[config.mk]
export PLATFORM = sky130hd
export DESIGN_NAME = commit_trace_buffer
export DESIGN_NICKNAME = d
export VERILOG_FILES = /design/src/rtl/commit_trace_buffer.sv
export SDC_FILE = /design/constraint.sdc
export NUM_CORES = 2
export LEC_CHECK = 0
export ABC_CLOCK_PERIOD_IN_PS = 12700
export BUFFER_PORTS_ARGS = -buffer_cell sky130_fd_sc_hd__buf_2
export CAP_MARGIN = 20
export CORE_MARGIN = 3
export CORE_UTILIZATION = 65
export CTS_CLUSTER_SIZE = 28
export DETAILED_ROUTE_END_ITERATION = 12
export GPL_TIMING_DRIVEN = 1
export PLACE_DENSITY_LB_ADDON = 0.25
export SETUP_SLACK_MARGIN = 0.1
export SYNTH_ARGS = -nofsm -noshare
export SYNTH_HDL_FRONTEND = slang
export SYNTH_SLANG_ARGS = --single-unit
export TNS_END_PERCENT = 20
[constraint.sdc]
create_clock -name clk -period 12.7 [get_ports clk]
set_input_delay 0 -clock clk [delete_from_list [all_inputs] [get_ports clk]]
set_output_delay 0 -clock clk [all_outputs]
set_load 0.02 [all_outputs]
[src/rtl/commit_trace_buffer.sv]
`default_nettype none
// ============================================================================
// Module   : commit_trace_buffer
// Purpose  : Sequence-tags retired instructions into a FWFT trace FIFO and
//            drains them to a debug reader; counts drops, detects halt ebreak.
// Revision : 1.0  initial release
// ============================================================================
module commit_trace_buffer #(
    parameter int DEPTH  = 16,
    parameter int SEQ_W  = 32,
    parameter int DROP_W = 16
) (
    input  logic                     clk,
    input  logic                     rst,
    input  logic                     trace_en,
    input  logic                     commit,
    input  logic [31:0]              commit_instr,
    input  logic [63:0]              commit_pc,
    input  logic [63:0]              commit_pre_pc,
    output logic                     trace_o_valid,
    input  logic                     trace_i_ready,
    output logic [31:0]              trace_o_instr,
    output logic [63:0]              trace_o_pc,
    output logic [63:0]              trace_o_pre_pc,
    output logic [SEQ_W-1:0]         trace_o_seq,
    output logic [$clog2(DEPTH):0]   trace_o_level,
    output logic [SEQ_W-1:0]         commit_cnt,
    output logic [DROP_W-1:0]        drop_cnt,
    output logic                     overflow,
    output logic                     halted
);

    localparam int AW = $clog2(DEPTH);
    localparam int LW = AW + 1;

    localparam logic [1:0]    c_IDLE    = 2'd0;
    localparam logic [1:0]    c_RUN     = 2'd1;
    localparam logic [1:0]    c_HALTING = 2'd2;
    localparam logic [1:0]    c_HALTED  = 2'd3;
    localparam logic [31:0]   c_EBREAK  = 32'h0010_0073;
    localparam logic [LW-1:0] c_FULL    = LW'(DEPTH);

    logic [1:0]        r_state;
    logic [AW-1:0]     r_wr_ptr;
    logic [AW-1:0]     r_rd_ptr;
    logic [LW-1:0]     r_level;
    logic [SEQ_W-1:0]  r_commit_cnt;
    logic [DROP_W-1:0] r_drop_cnt;
    logic              r_overflow;

    logic [31:0]       r_mem_instr  [DEPTH];
    logic [63:0]       r_mem_pc     [DEPTH];
    logic [63:0]       r_mem_pre_pc [DEPTH];
    logic [SEQ_W-1:0]  r_mem_seq    [DEPTH];

    logic w_valid;
    logic w_pop;
    logic w_try;
    logic w_push;
    logic w_drop;

    assign w_valid = (r_level != '0);
    assign w_pop   = w_valid & trace_i_ready;
    assign w_try   = (r_state == c_RUN) & commit;
    // A full FIFO still accepts a commit when the head leaves in the same cycle.
    assign w_push  = w_try & ((r_level < c_FULL) | w_pop);
    assign w_drop  = w_try & ~w_push;

    always_ff @(posedge clk or negedge rst) begin
        if (!rst) begin
            r_state      <= c_IDLE;
            r_wr_ptr     <= '0;
            r_rd_ptr     <= '0;
            r_level      <= '0;
            r_commit_cnt <= '0;
            r_drop_cnt   <= '0;
            r_overflow   <= 1'b0;
        end else begin
            case (r_state)
                c_IDLE:    if (trace_en) r_state <= c_RUN;
                c_RUN: begin
                    if (w_push && (commit_instr == c_EBREAK)) r_state <= c_HALTING;
                    else if (!trace_en)                       r_state <= c_IDLE;
                end
                c_HALTING: if (r_level == '0) r_state <= c_HALTED;
                default:   r_state <= c_HALTED;
            endcase

            if (commit) r_commit_cnt <= r_commit_cnt + SEQ_W'(1);

            if (w_push) r_wr_ptr <= r_wr_ptr + AW'(1);
            if (w_pop)  r_rd_ptr <= r_rd_ptr + AW'(1);

            case ({w_push, w_pop})
                2'b10:   r_level <= r_level + LW'(1);
                2'b01:   r_level <= r_level - LW'(1);
                default: r_level <= r_level;
            endcase

            if (w_drop) begin
                r_overflow <= 1'b1;
                if (r_drop_cnt != '1) r_drop_cnt <= r_drop_cnt + DROP_W'(1);
            end
        end
    end

    always_ff @(posedge clk) begin
        if (w_push) begin
            r_mem_instr[r_wr_ptr]  <= commit_instr;
            r_mem_pc[r_wr_ptr]     <= commit_pc;
            r_mem_pre_pc[r_wr_ptr] <= commit_pre_pc;
            r_mem_seq[r_wr_ptr]    <= r_commit_cnt;
        end
    end

    // Head is gated by valid so an empty FIFO presents zeros, not stale storage.
    assign trace_o_valid  = w_valid;
    assign trace_o_instr  = w_valid ? r_mem_instr[r_rd_ptr]  : '0;
    assign trace_o_pc     = w_valid ? r_mem_pc[r_rd_ptr]     : '0;
    assign trace_o_pre_pc = w_valid ? r_mem_pre_pc[r_rd_ptr] : '0;
    assign trace_o_seq    = w_valid ? r_mem_seq[r_rd_ptr]    : '0;
    assign trace_o_level  = r_level;
    assign commit_cnt     = r_commit_cnt;
    assign drop_cnt       = r_drop_cnt;
    assign overflow       = r_overflow;
    assign halted         = (r_state == c_HALTED);

endmodule
`default_nettype wire

==> results by group <==
Outcome
  – Status: finished clean

STA
  – Worst hold slack: 0.04594 ns
  – Post-Route Setup TNS: 0 ns
  – Final period utilization: roughly 45%
  – Final setup viols: 0
  – Max Clock Skew: 0.05198 ns
  – Final hold vios: 0
  – Unrepaired setup endpoints after global routing: no
  – Worst Max-Slew Pin Slew: ~1.2 ns
  – Post-layout min period: about 5.7 ns
  – Relative slew margins: 18.86%
  – Max Clk Rate: 176.6 MHz
  – Slew Limit Fails: 0

Setup path
  – Worst EP required: between 10 and 15 ns
  – Worst setup path end: trace_o_pc[7]
  – Reg2reg path depth: 8
  – R2R setup slack: just under 8 ns
  – Crit end category: output pin
  – R2R Path End: r_mem_pre_pc[6][20]
  – Critical path class: register to output pin
  – FF-to-FF Start: r_state[1]
  – CP startpoint: r_rd_ptr[1]
  – Setup crit start kind: register
  – Crit-path max FO: 51
  – WP data arrival: between 5 and 6 ns

Drt
  – Routed met3 length: 21.92 mm
  – Vias per cell: 6.778
  – Pre-antenna DRT Iters: 6
  – Via count: roughly 58,000
  – Antenna-violating nets left: 0
  – WL/cell: approximately 32 µm
  – M1 WL: between 100 and 150 mm
  – DRC Markers: 0
  – Final wirelength: 276.1 mm
  – WL met2: around 140 mm
  – DR top layer: met5
  – Initial DRC Count: around 7,200

Yosys
  – Synth Register Bits: approximately 3,100
  – Ranking of synthesized cells by area: edfxtp_1, mux4_2, mux2i_1, dfrtp_1, o22ai_1
  – Syn nets: about 5,200
  – Mapped cell area: approximately 120,000 µm²
  – Asr flop ratio synth: roughly 2.0%
  – Gate Count Post-Synth: 4,998
  – Synth area leader: edfxtp_1
  – Synth unique cells: 49
  – Post-synth EDFFs: around 3,000
  – Synth top area share: 77.26%
  – Top_reg_cell synth: edfxtp_1
  – Sequential share of the synthesized area: ~79%
  – Avg Inst Size Synth: about 24 µm²
  – Yosys Warn Count: 0

Job
  – Maxcap violations: 0

Place
  – GPL Wtd Cong: 0.7891
  – Cell Area, Placed: ~120,000 µm²
  – I/O Buffers: 412
  – HPWL Detailed: between 100 and 150 mm

Pwr
  – Worst IR Drop VDD: around 0.21 mV
  – Static Leakage: between 40 and 50 nW
  – Pwr/cell area: roughly 220 nW/µm²

Final layout
  – Syn-to-layout area delta: 14.08%
  – Fin area: between 100,000 and 150,000 µm²
  – Ratio of cells with drive above 1 in the final layout: between 20% and 30%
  – Commonest non-fill, non-tap cells in the layout: edfxtp_1, mux4_2, buf_2
  – Multi-input logic area: approximately 24,000 µm²
  – Fillers: ~9,400
  – Reg area: about 94,000 µm²
  – Most common cell after layout, fill and taps aside: edfxtp_1
  – Fin nets: approximately 6,000

Clock network
  – Worst-Skew Late Latency: just over 0.9 ns
  – CTS Root Cell: clkbuf_16
  – CTS sink cnt: between 3,000 and 4,000
  – Max Root-Sink Buffers: 4
  – CTS H-tree depth: 5
  – Total CTS buffers: 316
  – CTS tree: built
  – Reg clk slew, reported paths: ~0.070 ns
  – Post-CTS setup buffer count: 0

Global route
  – Antenna violations before repair: 24
  – GR Overflow Total: 0
  – First-pass GRT wire length: between 400 and 500 mm
  – Vias in the first global route: about 60,000
  – Largest net degree at the start of global routing: ~160
  – GRT Overall Usage: between 20 and 30%

Floorplan
  – Top-Level Pins: between 400 and 500
  – DIE HEIGHT: about 430 µm
  – Die W: 434.6 µm
  – Rows: 156
  – Core area: 181,700 µm²
  – Die area: 188,900 µm²
  – Starting density of the core: 65.71%

Min path
  – Min-Delay Path Class: primary input to register
## flip-flops by register name, indices dropped and copies added, names as in the netlist
name,cells
commit_cnt,32
drop_cnt,16
overflow,1
r_mem_instr,512
r_mem_pc,1024
r_mem_pre_pc,1024
r_mem_seq,512
r_rd_ptr,4
r_state,2
r_wr_ptr,4
trace_o_level,5
## final cells by class
class	count	share of cell area, %
Inverter	11	0.03031
Sequential cell	3136	68.90
Multi-Input combinational cell	1586	17.68
Tap cell	2449	2.249
Timing Repair Buffer	760	4.128
Antenna cell	16	0.02939
Clock buffer	411	6.229
Clock inverter	129	0.7486
## how the worst min path moves through the flow
stage	start	endpoint	cells after the start
after floorplan	rst	commit_cnt[0]	0
after global placement	rst	commit_cnt[14]	1
after detailed placement	rst	commit_cnt[10]	1
after CTS	trace_i_ready	r_rd_ptr[0]	4
after global routing	commit_instr[25]	r_mem_instr[6][25]	2
final	commit_pc[29]	r_mem_pc[9][29]	2
## through the flow
step           power [mW]  setup WS [ns]  cells  util, %
3_3_place_gp        20.73          7.926   7675    68.21
2_1_floorplan       18.37          6.318   4998        -
6_report            29.42          7.039   8498    74.96
4_1_cts             29.60          6.780   8480    74.91
5_1_grt             30.40          6.460   8491    74.95
3_5_place_dp        20.84          7.845   7675    68.21
## timing repair
| item | in CTS | in global routing |
|---|---|---|
| resized for setup | 0 | 0 |
| hold buffers | 265 | 0 |
| hold endpoints to repair | 2684 | 0 |
## logic make-up (layout without fill, tap and decap cells)
family                     Yosys count  after routing  share of synthesized area [%]
AOI/OAI and AO/OA                  212            212                          1.118
and+or+nand+nor                    151            151                         0.7440
buffers and inverters              276           1311                          1.271
DFF                               3136           3136                          78.60
muxes                             1157           1157                          17.75
other                                0             16                              0
xor gates and xnor gates            56             56                         0.4108
adders and majority gates           10             10                         0.1048
## cell usage after synthesis (3+ instances only)
library cell  number
a21oi_1            4
and2_1            15
and3_1             7
and4_1            10
buf_1             18
buf_2            113
buf_4             45
buf_6             20
clkbuf_1          67
dfrtp_1           64
edfxtp_1        3072
ha_1              10
inv_1             11
mux2_2             6
mux2i_1          383
mux4_2           768
nand2_1           22
nand2b_1           5
nand3_1           16
nand4_1           18
nor2_1             7
nor3_1            19
nor4_1            12
nor4b_1            3
o21ai_0            5
o22ai_1          192
or3_1              3
xnor2_1           30
xor2_1            26
## power breakdown
group	internal (mW)	switching, mW	total [mW]
clock network	5.00	3.70	8.69
logic	3.57	4.99	8.56
registers	11.8	0.330	12.2
total	20.4	9.01	29.4
## critical path: stages, from the launching register on
cell and delay, ns:
dfrtp_4 1.08, buf_4 0.76, buf_4 0.79, buf_4 0.72
mux4_2 0.59, mux2i_1 0.20, o22ai_1 0.18, buf_2 0.26
## metal layers
| layer | vias to the layer above | track usage, % |
|---|---|---|
| met5 | - | 0 |
| met4 | 2 | 11.46 |
| met3 | 647 | 4.546 |
| met2 | 3264 | 48.79 |
| met1 | 30610 | 41.76 |
| li1 | 23080 | - |
No activity file was read; power rests on OpenSTA's default activity.
